`src/rtl/mips_wb_pkg.sv`:
```
// Shared encodings for the writeback-result stage: source select, load size and FSM states.
package mips_wb_pkg;

    typedef enum logic [1:0] {
        SEL_ALU  = 2'd0,
        SEL_LOAD = 2'd1,
        SEL_LUI  = 2'd2,
        SEL_LINK = 2'd3
    } wb_sel_e;

    typedef enum logic [1:0] {
        SZ_BYTE = 2'd0,
        SZ_HALF = 2'd1,
        SZ_WORD = 2'd2,
        SZ_RSVD = 2'd3
    } ld_size_e;

    typedef enum logic {
        IDLE     = 1'b0,
        WAIT_MEM = 1'b1
    } wb_state_e;

    // Reserved size is treated as misaligned so the request is dropped with an error.
    function automatic logic ld_misaligned(input logic [1:0] size, input logic [1:0] off);
        logic mis;
        case (ld_size_e'(size))
            SZ_BYTE: mis = 1'b0;
            SZ_HALF: mis = off[0];
            SZ_WORD: mis = (off != 2'd0);
            default: mis = 1'b1;
        endcase
        return mis;
    endfunction

endpackage

```
`src/rtl/load_align_ext.sv`:
```
// Combinational load-data alignment: selects the addressed byte/half of the raw
// memory word and sign- or zero-extends it to the full datapath width.
module load_align_ext
    import mips_wb_pkg::*;
#(
    parameter int DATA_W = 32
) (
    input  logic [DATA_W-1:0] rdata,
    input  logic [1:0]        size,
    input  logic              uns,
    input  logic [1:0]        off,
    output logic [DATA_W-1:0] data
);

    logic [7:0]  byte_v;
    logic [15:0] half_v;

    always_comb begin
        byte_v = rdata[{off, 3'b000} +: 8];
        half_v = rdata[{off[1], 4'b0000} +: 16];
        case (ld_size_e'(size))
            SZ_BYTE: data = {{(DATA_W-8){byte_v[7] & ~uns}}, byte_v};
            SZ_HALF: data = {{(DATA_W-16){half_v[15] & ~uns}}, half_v};
            default: data = rdata;
        endcase
    end

endmodule

```
`src/rtl/wb_result_unit.sv`:
```
// Registered writeback-result stage: selects ALU/load/LUI/link result and issues a
// single register-file write, waiting on variable-latency memory for loads.
module wb_result_unit
    import mips_wb_pkg::*;
#(
    parameter int DATA_W  = 32,
    parameter int IMM_W   = 16,
    parameter int RADDR_W = 5,
    parameter int TIMEOUT = 15
) (
    input  logic               clk,
    input  logic               reset,
    input  logic               in_valid,
    output logic               in_ready,
    input  logic [1:0]         in_sel,
    input  logic [1:0]         in_ld_size,
    input  logic               in_ld_uns,
    input  logic [1:0]         in_byte_off,
    input  logic [DATA_W-1:0]  in_alu,
    input  logic [IMM_W-1:0]   in_imm,
    input  logic [DATA_W-1:0]  in_link,
    input  logic [RADDR_W-1:0] in_rd,
    input  logic               mem_rvalid,
    input  logic [DATA_W-1:0]  mem_rdata,
    output logic               wb_valid,
    output logic [RADDR_W-1:0] wb_rd,
    output logic [DATA_W-1:0]  wb_data,
    output logic               err_align,
    output logic               err_timeout,
    output logic               err_spur
);

    localparam int CNT_W = $clog2(TIMEOUT + 1);

    wb_state_e          state_q, state_d;
    logic [CNT_W-1:0]   cnt_q, cnt_d;
    logic [1:0]         ld_size_q, ld_size_d;
    logic               ld_uns_q, ld_uns_d;
    logic [1:0]         ld_off_q, ld_off_d;
    logic [RADDR_W-1:0] ld_rd_q, ld_rd_d;

    logic               wb_valid_q, wb_valid_d;
    logic [RADDR_W-1:0] wb_rd_q, wb_rd_d;
    logic [DATA_W-1:0]  wb_data_q, wb_data_d;
    logic               err_align_q, err_align_d;
    logic               err_timeout_q, err_timeout_d;
    logic               err_spur_q, err_spur_d;

    logic               accept;
    logic               is_load;
    logic               misaligned;
    logic               cnt_last;
    logic [DATA_W-1:0]  imm_res;
    logic [DATA_W-1:0]  ld_word;

    load_align_ext #(
        .DATA_W(DATA_W)
    ) u_align (
        .rdata(mem_rdata),
        .size (ld_size_q),
        .uns  (ld_uns_q),
        .off  (ld_off_q),
        .data (ld_word)
    );

    always_ff @(posedge clk) begin
        if (reset) begin
            state_q       <= IDLE;
            cnt_q         <= '0;
            ld_size_q     <= '0;
            ld_uns_q      <= 1'b0;
            ld_off_q      <= '0;
            ld_rd_q       <= '0;
            wb_valid_q    <= 1'b0;
            wb_rd_q       <= '0;
            wb_data_q     <= '0;
            err_align_q   <= 1'b0;
            err_timeout_q <= 1'b0;
            err_spur_q    <= 1'b0;
        end else begin
            state_q       <= state_d;
            cnt_q         <= cnt_d;
            ld_size_q     <= ld_size_d;
            ld_uns_q      <= ld_uns_d;
            ld_off_q      <= ld_off_d;
            ld_rd_q       <= ld_rd_d;
            wb_valid_q    <= wb_valid_d;
            wb_rd_q       <= wb_rd_d;
            wb_data_q     <= wb_data_d;
            err_align_q   <= err_align_d;
            err_timeout_q <= err_timeout_d;
            err_spur_q    <= err_spur_d;
        end
    end

    always_comb begin
        in_ready   = (state_q == IDLE);
        accept     = in_valid & in_ready;
        is_load    = (wb_sel_e'(in_sel) == SEL_LOAD);
        misaligned = ld_misaligned(in_ld_size, in_byte_off);
        cnt_last   = (cnt_q == CNT_W'(TIMEOUT - 1));
        case (wb_sel_e'(in_sel))
            SEL_LUI:  imm_res = DATA_W'(in_imm) << (DATA_W - IMM_W);
            SEL_LINK: imm_res = in_link;
            default:  imm_res = in_alu;
        endcase
    end

    // Next-state: FSM, wait counter and latched load descriptor.
    always_comb begin
        state_d   = state_q;
        cnt_d     = cnt_q;
        ld_size_d = ld_size_q;
        ld_uns_d  = ld_uns_q;
        ld_off_d  = ld_off_q;
        ld_rd_d   = ld_rd_q;
        case (state_q)
            IDLE: begin
                if (accept && is_load && !misaligned) begin
                    state_d   = WAIT_MEM;
                    cnt_d     = '0;
                    ld_size_d = in_ld_size;
                    ld_uns_d  = in_ld_uns;
                    ld_off_d  = in_byte_off;
                    ld_rd_d   = in_rd;
                end
            end
            WAIT_MEM: begin
                if (mem_rvalid || cnt_last) begin
                    state_d = IDLE;
                end else begin
                    cnt_d = cnt_q + 1'b1;
                end
            end
            default: state_d = IDLE;
        endcase
    end

    // Outputs: write strobe is suppressed for r0 but data/address still update.
    always_comb begin
        wb_valid_d    = 1'b0;
        wb_rd_d       = wb_rd_q;
        wb_data_d     = wb_data_q;
        err_align_d   = err_align_q;
        err_timeout_d = err_timeout_q;
        err_spur_d    = err_spur_q;
        case (state_q)
            IDLE: begin
                if (mem_rvalid) begin
                    err_spur_d = 1'b1;
                end
                if (accept) begin
                    if (!is_load) begin
                        wb_valid_d = (in_rd != '0);
                        wb_rd_d    = in_rd;
                        wb_data_d  = imm_res;
                    end else if (misaligned) begin
                        err_align_d = 1'b1;
                    end
                end
            end
            WAIT_MEM: begin
                if (mem_rvalid) begin
                    wb_valid_d = (ld_rd_q != '0);
                    wb_rd_d    = ld_rd_q;
                    wb_data_d  = ld_word;
                end else if (cnt_last) begin
                    err_timeout_d = 1'b1;
                end
            end
            default: ;
        endcase
    end

    assign wb_valid    = wb_valid_q;
    assign wb_rd       = wb_rd_q;
    assign wb_data     = wb_data_q;
    assign err_align   = err_align_q;
    assign err_timeout = err_timeout_q;
    assign err_spur    = err_spur_q;

endmodule

```
`config.mk`:
```
export PLATFORM = sky130hd
export DESIGN_NAME = wb_result_unit
export DESIGN_NICKNAME = d
export VERILOG_FILES = /design/src/rtl/mips_wb_pkg.sv /design/src/rtl/load_align_ext.sv /design/src/rtl/wb_result_unit.sv
export SDC_FILE = /design/constraint.sdc
export NUM_CORES = 1
export LEC_CHECK = 0
export CORE_MARGIN = 5
export CORE_UTILIZATION = 41
export DETAILED_ROUTE_END_ITERATION = 16
export PLACE_DENSITY = 0.83
export SETUP_SLACK_MARGIN = 0.15
export SYNTH_ARGS = -nofsm -noshare
export SYNTH_HDL_FRONTEND = slang
export SYNTH_SLANG_ARGS = --single-unit
```
`constraint.sdc`:
```
create_clock -name clk -period 1.99 [get_ports clk]
set_input_delay 0.2985 -clock clk [delete_from_list [all_inputs] [get_ports clk]]
set_output_delay 0.2985 -clock clk [all_outputs]
set_load 0.02 [all_outputs]
```
==> out/qor.txt, run 1 <==
===========================================================================
Unique masters post-synth ....................................           48
Antenna Cells ................................................            0
Number of iterations in the first detailed-routing pass ......            4
Number of buffers on the longest clock path ..................            2
Post-route setup slack .......................................    0.2221 ns
Data arrival, critical path ..................................      2.04 ns
Ratio of cells with drive above 1 in the final layout ........       0.1157
Critical path class ..........................................    in -> reg
Via count ....................................................         3727
Worst reg2reg path startpoint ................................  ld_off_q[1]
Synth Cell Area .............................................. 0.003488 mm2
Die Y ........................................................     102.2 um
Post-Route Skew ..............................................   0.01995 ns
Half-perimeter wire length after placement ...................      9883 um
DRT antenna net count ........................................            0
CORE AREA .................................................... 0.008258 mm2
Number of buffers added on ports .............................          169
Worst relative slew slack ....................................       0.6018
Die Span X ...................................................     102.2 um
RSZ-0062 raised after global routing .........................        false
Number of hold buffers added after cts .......................            0
Full die area ................................................  0.01045 mm2
Std-Cell Rows ................................................           33
Critical path's most frequent cell ...........................        buf_4
Initial DRC Count ............................................          164
Cell-by-cell trace of the critical path ...................... clkdlybuf4s50_1 > nor2b_4 > buf_4 > or3_1 > buf_4 > a211oi_1 > a221o_1
Post-route clock period utilization ..........................       0.8884
Global-route wire length before repair .......................     18820 um
Number of global-route vias before repair ....................         3819
Sinks on the clock net .......................................           56
Post-detailed-route DRC marker count .........................            0
Hold violation count in the final report .....................            0
Launching element type of the critical path ..................    input pin
CTS Buf Count ................................................            5
Share of power burned in combinational logic .................        0.320
Highest-delay cell along the critical path ................... clkdlybuf4s50_1
Launch instance of the worst min-delay path ..................     err_spur
Effective utilization at floorplan ...........................       0.4224
Part of the power in the clock network .......................        0.240
Count of pins over their slew limit ..........................            0
Post-synthesis register bit count ............................           56
Total negative slack .........................................         0 ns
Final weighted congestion in routability-driven placement ....       0.9137
Register share of total power ................................        0.441
Layout overhead on the synthesized area ......................       56.21%
Global routing usage summed across all routing layers ........       0.2255
Net switching fraction of the power ..........................       0.3011
Total wire length ............................................     11930 um
Net count of the mapped netlist ..............................          524
Worst setup path start .......................................    in_sel[1]
Final global-route overflow total ............................            0
Avg Inst Size Synth ..........................................    8.854 um2
Cell leakage power ...........................................     2.006 nW
IO Count .....................................................          170
H-tree Lvls ..................................................            2
Maxcap violations ............................................            0
Result of the run ............................................ finished, final reports clean
Worst setup timing slack at the placement stage ..............   -0.1614 ns
Clk pin slew, worst setup/hold paths .........................      0.12 ns
Average wire per standard cell ...............................     17.88 um
Measured slew at the worst slew-check pin ....................    0.5967 ns
Setup repair bufs after CTS ..................................            0
Sequential cell area fraction in the yosys report ............       0.3214
Worst IR Drop VDD ............................................  0.0003390 V
Fraction of registers with async set/reset ...................            0
Root buffer cell .............................................     clkbuf_8
Clk_lat worst skew ...........................................      0.32 ns
Dominant register cell in the synthesized netlist ............      dfxtp_1
Time the worst path needs with I/O delays and setup ..........     1.768 ns
Average via count per standard cell ..........................        5.588
Required arrival time at the worst endpoint ..................      2.26 ns
Pwr dens ..................................................... 510.1 mW/mm2
Initial antenna violation count ..............................            0
Maximum number of pins on one net before global-route repair .           31
Final setup violation count ..................................            0
Internal power ...............................................     1.943 mW
F_max ........................................................    565.6 MHz
Post-Syn Instances ...........................................          394
Path class of the lowest-slack min-delay path ................   reg -> reg
TritonCTS clock tree .........................................        built
Number of flops mapped to enable cells by yosys ..............            0
Net total in the final layout ................................          691
Largest fanout on the critical path ..........................           16
Yosys warning total ..........................................            0
Sort of element at the end of the critical path ..............     register
Biggest cell delay along the critical path ...................      0.60 ns
Switching power total ........................................     837.0 uW
===========================================================================
## cells in the mapped netlist (5+ instances only)
cell type / instances / share of area
dfxtp_1: 56 / 0.32
a211oi_1: 12 / 0.026
o22ai_1: 8 / 0.014
mux2i_1: 31 / 0.089
a221oi_1: 9 / 0.023
o21ai_0: 10 / 0.014
a211oi_2: 10 / 0.036
nand3_1: 5 / 0.0072
mux2_2: 7 / 0.023
nor3_1: 11 / 0.016
buf_2: 12 / 0.017
o2bb2ai_1: 9 / 0.023
nor2_1: 31 / 0.033
clkbuf_1: 18 / 0.019
a32o_1: 14 / 0.040
buf_6: 5 / 0.016
inv_1: 14 / 0.015
nand2b_1: 9 / 0.016
a221o_1: 23 / 0.066
o31ai_1: 8 / 0.017
nand2_1: 46 / 0.049
a22oi_1: 8 / 0.017
## path summary, 6_finish.rpt
kind                      end  slack (ns)  cells past startpoint
setup reg to reg  wb_data[18]        0.31                      5
hold / removal       err_spur        0.48                      2
setup / recovery  wb_data[16]        0.22                      7
hold reg to reg      err_spur        0.48                      2
## layout by cell type, fill, tap and decap left out, types with 10 or more instances in the layout
master           count
clkdlybuf4s50_1    168
dfxtp_1             55
nand2_1             46
mux2i_1             31
nor2_1              29
buf_4               26
a221o_1             23
inv_1               14
a32o_1              14
a211oi_1            12
nor3_1              11
o21ai_0             10
a211oi_2            10
## timing repair
| action | in CTS | in global routing |
|---|---|---|
| endpoints found under the setup margin | 1 | 29 |
| resized for setup | 1 | 5 |
| pin swaps | 0 | 0 |
| cloned | 0 | 0 |
## worst max-delay path, delay by kind of cell
kind / cells / cell delay (ns)
AO/OA/AOI/OAI: 2 / 0.38
buffers and inverters: 3 / 0.97
AND/OR/NAND/NOR: 2 / 0.38
## registers in the layout, indices dropped and copies added (netlist names)
name         cells
cnt_q            4
err_align        1
wb_valid         1
ld_uns_q         1
state_q          1
ld_off_q         2
err_spur         1
ld_size_q        2
ld_rd_q          5
wb_rd            5
wb_data         32
err_timeout      1
## metal layers
metal  part of all wire  track usage
met5                  0            0
met1               0.40       0.2623
met2               0.51       0.4063
met3              0.072      0.05734
met4              0.021      0.06660
## final cells by class
class | instances | area, um2
Clock buffer | 5 | 68.82
Clock inverter | 3 | 25.02
Fill cell | 675 | 2809
Inverter | 15 | 56.30
Multi-Input combinational cell | 286 | 2128
Sequential cell | 56 | 1122
Tap cell | 105 | 131.4
Timing Repair Buffer | 197 | 1917
## per-stage QoR
| step | hold WS (ns) | power [mW] | instance area, um2 | utilization | std cells |
|---|---|---|---|---|---|
| after floorplan | 0.4406 | 1.651 | 3488 | - | 394 |
| after global placement | 0.4477 | 2.119 | 5345 | 0.6473 | 659 |
| after detailed placement | 0.4554 | 2.135 | 5345 | 0.6473 | 659 |
| after CTS | 0.4846 | 2.787 | 5438 | 0.6585 | 667 |
| after global routing | 0.5045 | 2.908 | 5449 | 0.6598 | 667 |
| final | 0.4784 | 2.780 | 5449 | 0.6598 | 667 |
## cells by family (layout without fill, tap and decap cells)
family / Yosys count / count (layout) / share of synthesized area
buffers and inverters: 52 / 220 / 0.07102
AOI/OAI and AO/OA: 125 / 125 / 0.3117
and+or+nand+nor: 115 / 115 / 0.1546
muxes: 41 / 41 / 0.1266
DFF: 56 / 56 / 0.3214
adders and majority gates: 2 / 2 / 0.007172
xor gates and xnor gates: 3 / 3 / 0.007534
## power by group through the flow
stage	combinational [mW]	clock (mW)	sequential, mW
6_report	0.889	0.666	1.23
4_1_cts	0.889	0.673	1.22
2_1_floorplan	0.339	0	1.31
3_3_place_gp	0.870	0	1.25
3_5_place_dp	0.887	0	1.25
5_1_grt	0.952	0.725	1.23
No activity file was read; power rests on OpenSTA's default activity.
==> run 2, diff against run 1 <==
--- a/config.mk
+++ b/config.mk
@@ -5,10 +5,12 @@
 export SDC_FILE = /design/constraint.sdc
 export NUM_CORES = 1
 export LEC_CHECK = 0
+export CELL_PAD_IN_SITES_DETAIL_PLACEMENT = 1
+export CELL_PAD_IN_SITES_GLOBAL_PLACEMENT = 2
 export CORE_MARGIN = 5
-export CORE_UTILIZATION = 41
+export CORE_UTILIZATION = 23
 export DETAILED_ROUTE_END_ITERATION = 16
-export PLACE_DENSITY = 0.83
+export PLACE_DENSITY = 0.84
 export SETUP_SLACK_MARGIN = 0.15
 export SYNTH_ARGS = -nofsm -noshare
 export SYNTH_HDL_FRONTEND = slang
==> out/qor.txt, run 2 (synthesis results as in run 1) <==
========================================================================================
Data arrival, critical path ...............................................      1.94 ns   was 2.04 ns
Effective utilization at floorplan ........................................       0.2320   was 0.4224
Number of global-route vias before repair .................................         4127   was 3819
Dpl cells .................................................................          746   was 659
Register share of total power .............................................        0.384   was 0.441
Post-detailed-route DRC marker count ......................................            0   unchanged
RSZ-0062 raised after global routing ......................................        false   unchanged
Path class of the lowest-slack min-delay path .............................   reg -> reg   unchanged
Die Span X ................................................................     133.2 um   was 102.2 um
Max reg flops .............................................................           32   unchanged
Number of buffers on the longest clock path ...............................            2   unchanged
CORE AREA .................................................................  0.01503 mm2   was 0.008258 mm2
Setup repair bufs after CTS ...............................................            0   unchanged
Worst IR Drop VDD .........................................................  0.0002955 V   was 0.0003390 V
Ratio of cells with drive above 1 in the final layout .....................       0.1184   was 0.1157
Highest-delay cell along the critical path ................................      dfxtp_1   was clkdlybuf4s50_1
DRT antenna net count .....................................................            0   unchanged
Switching power total .....................................................     891.1 uW   was 837.0 uW
Worst setup timing slack at the placement stage ...........................   -0.3265 ns   was -0.1614 ns
IO Count ..................................................................          170   unchanged
Cell leakage power ........................................................     2.094 nW   was 2.006 nW
Core occupancy in the finished layout .....................................       0.3816   was 0.6598
Via count .................................................................         3700   was 3727
Biggest cell delay along the critical path ................................      0.46 ns   was 0.60 ns
Root buffer cell ..........................................................    clkbuf_16   was clkbuf_8
Part of the power in the clock network ....................................        0.328   was 0.240
Number of buffers added on ports ..........................................          169   unchanged
Commonest cells after routing, fill and taps aside ........................ clkdlybuf4s50_1, dfxtp_1, nand2_1   unchanged
Sinks on the clock net ....................................................           56   unchanged
Clk pin slew, worst setup/hold paths ......................................      0.08 ns   was 0.12 ns
Share of power burned in combinational logic ..............................        0.289   was 0.320
Total negative slack ......................................................         0 ns   unchanged
Sort of element at the end of the critical path ...........................     register   unchanged
Number of iterations in the first detailed-routing pass ...................            4   unchanged
Cell-by-cell trace of the critical path ................................... buf_4 > mux2_2 > a221o_1 > a32o_1   was clkdlybuf4s50_1 > nor2b_4 > buf_4 > or3_1 > buf_4 > a211oi_1 > a221o_1
Worst relative slew slack .................................................       0.5552   was 0.6018
Result of the run ......................................................... finished, final reports clean   unchanged
Largest fanout on the critical path .......................................           10   was 16
Average via count per standard cell .......................................        4.901   was 5.588
Die Y .....................................................................     133.2 um   was 102.2 um
Leading cell type in the layout, fill and taps excluded ................... clkdlybuf4s50_1   unchanged
F_max .....................................................................    575.5 MHz   was 565.6 MHz
Pwr dens .................................................................. 556.0 mW/mm2   was 510.1 mW/mm2
Post-route clock period utilization .......................................       0.8732   was 0.8884
Net switching fraction of the power .......................................       0.2794   was 0.3011
Time the worst path needs with I/O delays and setup .......................     1.738 ns   was 1.768 ns
Category of cells accounting for the largest share of critical-path delay . compound AO/OA/AOI/OAI gates   was buffers and inverters
Final weighted congestion in routability-driven placement .................       0.7976   was 0.9137
Global routing usage summed across all routing layers .....................       0.1570   was 0.2255
Count of pins over their slew limit .......................................            0   unchanged
Final global-route overflow total .........................................            0   unchanged
TritonCTS clock tree ......................................................        built   unchanged
Clk_lat worst skew ........................................................      0.30 ns   was 0.32 ns
Total wire length .........................................................     14010 um   was 11930 um
Required arrival time at the worst endpoint ...............................      2.19 ns   was 2.26 ns
Post-route setup slack ....................................................    0.2524 ns   was 0.2221 ns
H-tree Lvls ...............................................................            2   unchanged
Number of resized instances in the post-cts repair step ...................            2   was 1
Non-filler cells in the finished layout ...................................          755   was 667
Layout overhead on the synthesized area ...................................       64.45%   was 56.21%
Measured slew at the worst slew-check pin .................................    0.6665 ns   was 0.5967 ns
Half-perimeter wire length after placement ................................     11930 um   was 9883 um
Global-route wire length before repair ....................................     22430 um   was 18820 um
Internal power ............................................................     2.298 mW   was 1.943 mW
Average wire per standard cell ............................................     18.56 um   was 17.88 um
Area used by sequential logic in the layout ............................... 0.001121 mm2   was 0.001122 mm2
Maxcap violations .........................................................            0   unchanged
Hold violation count in the final report ..................................            0   unchanged
Footprint of the multi-input gates ........................................ 0.002130 mm2   was 0.002128 mm2
Std-Cell Rows .............................................................           45   was 33
Count of fill cells added during filler insertion .........................         1752   was 675
Net total in the final layout .............................................          695   was 691
Final setup violation count ...............................................            0   unchanged
Number of hold buffers added after cts ....................................            0   unchanged
Launching element type of the critical path ...............................     register   was input pin
Total buffers and inverters traversed by the critical path ................            1   was 3
Full die area .............................................................  0.01773 mm2   was 0.01045 mm2
Maximum number of pins on one net before global-route repair ..............           31   unchanged
Post-Route Skew ...........................................................  0.007402 ns   was 0.01995 ns
CTS Buf Count .............................................................            5   unchanged
Initial antenna violation count ...........................................            0   unchanged
Critical path class .......................................................   reg -> reg   was in -> reg
Initial DRC Count .........................................................          131   was 164
========================================================================================
## run 2: path summary, 6_finish.rpt
check	from	endpoint	slack (ns)	depth (start not counted)
max	ld_off_q[1]	wb_data[1]	0.25	4
min	ld_rd_q[4]	ld_rd_q[4]	0.47	2
max reg2reg	ld_off_q[1]	wb_data[1]	0.25	4
min reg2reg	ld_rd_q[4]	ld_rd_q[4]	0.47	2
## run 2: metal layers
metal,part of all wire,GRT usage,routed length [um],vias to the layer above
met3,0.074,0.04758,1037,18
li1,-,-,-,1835
met5,0,0,0,-
met4,0.021,0.04457,300,0
met2,0.48,0.2729,6776,117
met1,0.42,0.1877,5898,1730
## run 2: cell type report
cell class,instances,area share
clock inverter,3,0.008070
tap,188,0.04100
timing repair buffer,201,0.3522
multi-input combinational,286,0.3712
clock buffer,5,0.02181
inverter,15,0.009815
antenna,1,0.0004362
sequential,56,0.1954
## run 2: power by group through the flow
stage	sequential [mW]	combinational, mW	clock (mW)
3_3_place_gp	1.25	0.913	0
4_1_cts	1.22	0.933	1.06
2_1_floorplan	1.31	0.339	0
3_5_place_dp	1.25	0.928	0
5_1_grt	1.23	0.991	1.10
6_report	1.22	0.921	1.04
## run 2: metrics by stage
| stage | hold WS [ns] | area (um2) | power, mW |
|---|---|---|---|
| 2_1_floorplan | 0.4406 | 3488 | 1.651 |
| 3_3_place_gp | 0.4578 | 5554 | 2.161 |
| 3_5_place_dp | 0.4691 | 5554 | 2.179 |
| 4_1_cts | 0.4803 | 5727 | 3.219 |
| 5_1_grt | 0.5064 | 5734 | 3.326 |
| 6_report | 0.4739 | 5737 | 3.190 |
## run 2: worst reg2reg max path, delay by kind of cell, from the launching register on
kind / cells / cell delay (ns)
AOI/OAI and AO/OA: 2 / 0.54
buffers and inverters: 1 / 0.24
DFF: 1 / 0.46
muxes: 1 / 0.40
==> run 3, diff against run 2 <==
--- a/config.mk
+++ b/config.mk
@@ -12,6 +12,7 @@
 export DETAILED_ROUTE_END_ITERATION = 16
 export PLACE_DENSITY = 0.84
 export SETUP_SLACK_MARGIN = 0.15
+export SLEW_MARGIN = 30
 export SYNTH_ARGS = -nofsm -noshare
 export SYNTH_HDL_FRONTEND = slang
 export SYNTH_SLANG_ARGS = --single-unit
==> out/qor.txt, run 3 (synthesis results as in run 1) <==
===========================================================================
Largest fanout on the critical path ..........................           16   was 10
Root buffer cell .............................................    clkbuf_16   unchanged
Launching element type of the critical path ..................    input pin   was register
DRT antenna net count ........................................            0   unchanged
Endpoint of the worst-slack reg-to-reg timing path ...........   wb_data[1]   unchanged
Total wire length ............................................     13980 um   was 14010 um
Half-perimeter wire length after placement ...................     11900 um   was 11930 um
Clk pin slew, worst setup/hold paths .........................      0.08 ns   about the same
RSZ-0062 raised after global routing .........................        false   unchanged
Number of global-route vias before repair ....................         4177   was 4127
Worst reg2reg path startpoint ................................  ld_off_q[1]   unchanged
Commonest cells after routing, fill and taps aside ........... clkdlybuf4s50_1, dfxtp_1, nand2_1   unchanged
Via count ....................................................         3709   was 3700
Die Y ........................................................     133.2 um   unchanged
Worst setup path start .......................................    in_sel[0]   was ld_off_q[1]
Post-route setup slack .......................................    0.2531 ns   was 0.2524 ns
Number of buffers on the longest clock path ..................            2   unchanged
Full die area ................................................  0.01773 mm2   unchanged
Initial DRC Count ............................................          110   was 131
Pwr dens ..................................................... 553.9 mW/mm2   was 556.0 mW/mm2
Count of cells along the worst register-to-register path .....            4   unchanged
Post-route clock period utilization ..........................       0.8728   was 0.8732
Maxcap violations ............................................            0   unchanged
Cell leakage power ...........................................     2.094 nW   unchanged
Measured slew at the worst slew-check pin ....................    0.6920 ns   was 0.6665 ns
Final weighted congestion in routability-driven placement ....       0.7976   unchanged
Average via count per standard cell ..........................        4.913   was 4.901
Final global-route overflow total ............................            0   unchanged
Std-Cell Rows ................................................           45   unchanged
Total power after layout .....................................     3.177 mW   was 3.190 mW
Worst setup timing slack at the placement stage ..............   -0.1260 ns   was -0.3265 ns
Average wire per standard cell ...............................     18.52 um   was 18.56 um
Path class of the lowest-slack min-delay path ................   reg -> reg   unchanged
Internal reg-to-reg setup slack ..............................      0.26 ns   was 0.25 ns
Initial antenna violation count ..............................            0   unchanged
Sinks on the clock net .......................................           56   unchanged
Placed instance area ......................................... 0.005557 mm2   was 0.005554 mm2
Count of pins over their slew limit ..........................            0   unchanged
Time the worst path needs with I/O delays and setup ..........     1.737 ns   was 1.738 ns
Critical path class ..........................................    in -> reg   was reg -> reg
Total negative slack .........................................         0 ns   unchanged
IO Count .....................................................          170   unchanged
Global-route wire length before repair .......................     22560 um   was 22430 um
CTS Buf Count ................................................            5   unchanged
Maximum number of pins on one net before global-route repair .           31   unchanged
Result of the run ............................................ finished, final reports clean   unchanged
Effective utilization at floorplan ...........................       0.2320   unchanged
F_max ........................................................    575.7 MHz   was 575.5 MHz
Clk_lat worst skew ...........................................      0.30 ns   about the same
Worst IR Drop VDD ............................................  0.0003427 V   was 0.0002955 V
Ratio of cells with drive above 1 in the final layout ........       0.1184   unchanged
Final setup violation count ..................................            0   unchanged
Max reg flops ................................................           32   unchanged
Layout overhead on the synthesized area ......................       64.45%   unchanged
Endpoint of the worst setup timing path ......................  wb_data[16]   was wb_data[1]
Cell area after layout ....................................... 0.005737 mm2   unchanged
Hold violation count in the final report .....................            0   unchanged
Global routing usage summed across all routing layers ........       0.1570   about the same
Required arrival time at the worst endpoint ..................      2.23 ns   was 2.19 ns
TritonCTS clock tree .........................................        built   unchanged
Number of buffers added on ports .............................          169   unchanged
Worst relative slew slack ....................................       0.5382   was 0.5552
Die Span X ...................................................     133.2 um   unchanged
Setup repair bufs after CTS ..................................            0   unchanged
Number of iterations in the first detailed-routing pass ......            4   unchanged
H-tree Lvls ..................................................            2   unchanged
Leading cell type in the layout, fill and taps excluded ...... clkdlybuf4s50_1   unchanged
Core occupancy in the finished layout ........................       0.3816   unchanged
Count of fill cells added during filler insertion ............         1743   was 1752
Sort of element at the end of the critical path ..............     register   unchanged
CORE AREA ....................................................  0.01503 mm2   unchanged
Data arrival, critical path ..................................      1.98 ns   was 1.94 ns
Post-Route Skew ..............................................  0.006233 ns   was 0.007402 ns
Net total in the final layout ................................          695   unchanged
Post-detailed-route DRC marker count .........................            0   unchanged
===========================================================================
-- run 3: cell counts in the layout (fill, tap and decap cells not counted) --
No cell type changed its count.
-- run 3: timing repair --
action | in CTS | in global routing
setup endpoints to repair | 1 | 11
hold buffers | 0 | 0
gates resized for setup | 1 | 2
-- run 3: stage by stage --
step                      std cells  hold WS (ns)
final                           755        0.4757
after global routing            754        0.5064
after CTS                       754        0.4817
after detailed placement        746        0.4647
after global placement          746        0.4578
after floorplan                 394        0.4406
-- run 3: layout make-up --
| type | instances | area (um2) | area share |
|---|---|---|---|
| multi-input cells | 286 | 2130 | 0.3712 |
| repair buffers | 201 | 2021 | 0.3522 |
| flip-flops and latches | 56 | 1121 | 0.1954 |
| well taps | 188 | 235.2 | 0.04100 |
| clock buffers | 5 | 125.1 | 0.02181 |
| inverters | 15 | 56.30 | 0.009815 |
| clock inverters | 3 | 46.29 | 0.008070 |
| diodes | 1 | 2.502 | 0.0004362 |
-- run 3: per-layer routing --
metal	vias up	GRT usage	share of wire	wire length, um
met2	121	0.2714	0.48	6724
met5	-	0	0	0
met1	1741	0.1884	0.43	5948
li1	1835	-	-	-
met4	0	0.04286	0.019	272
met3	12	0.04947	0.074	1036
-- run 3: critical path: stages --
cell,delay (ns)
clkdlybuf4s50_1,0.45
nor2b_4,0.16
buf_4,0.15
or3_1,0.39
buf_12,0.19
a211oi_1,0.19
a221o_1,0.14
-- run 3: power by group --
part	internal (mW)	total (mW)	switching (mW)
clock network	0.599	1.03	0.432
registers	1.18	1.22	0.0397
logic	0.515	0.922	0.407
total	2.30	3.18	0.879
-- run 3: worst min path at each step --
stage | startpoint | end | slack [ns] | depth (start not counted)
final | ld_rd_q[4] | ld_rd_q[4] | 0.48 | 2
after global routing | ld_rd_q[0] | ld_rd_q[0] | 0.51 | 2
after CTS | ld_rd_q[4] | ld_rd_q[4] | 0.48 | 2
after global placement | ld_rd_q[4] | ld_rd_q[4] | 0.46 | 2
after detailed placement | err_spur | err_spur | 0.46 | 2
after floorplan | in_rd[1] | ld_rd_q[1] | 0.44 | 2
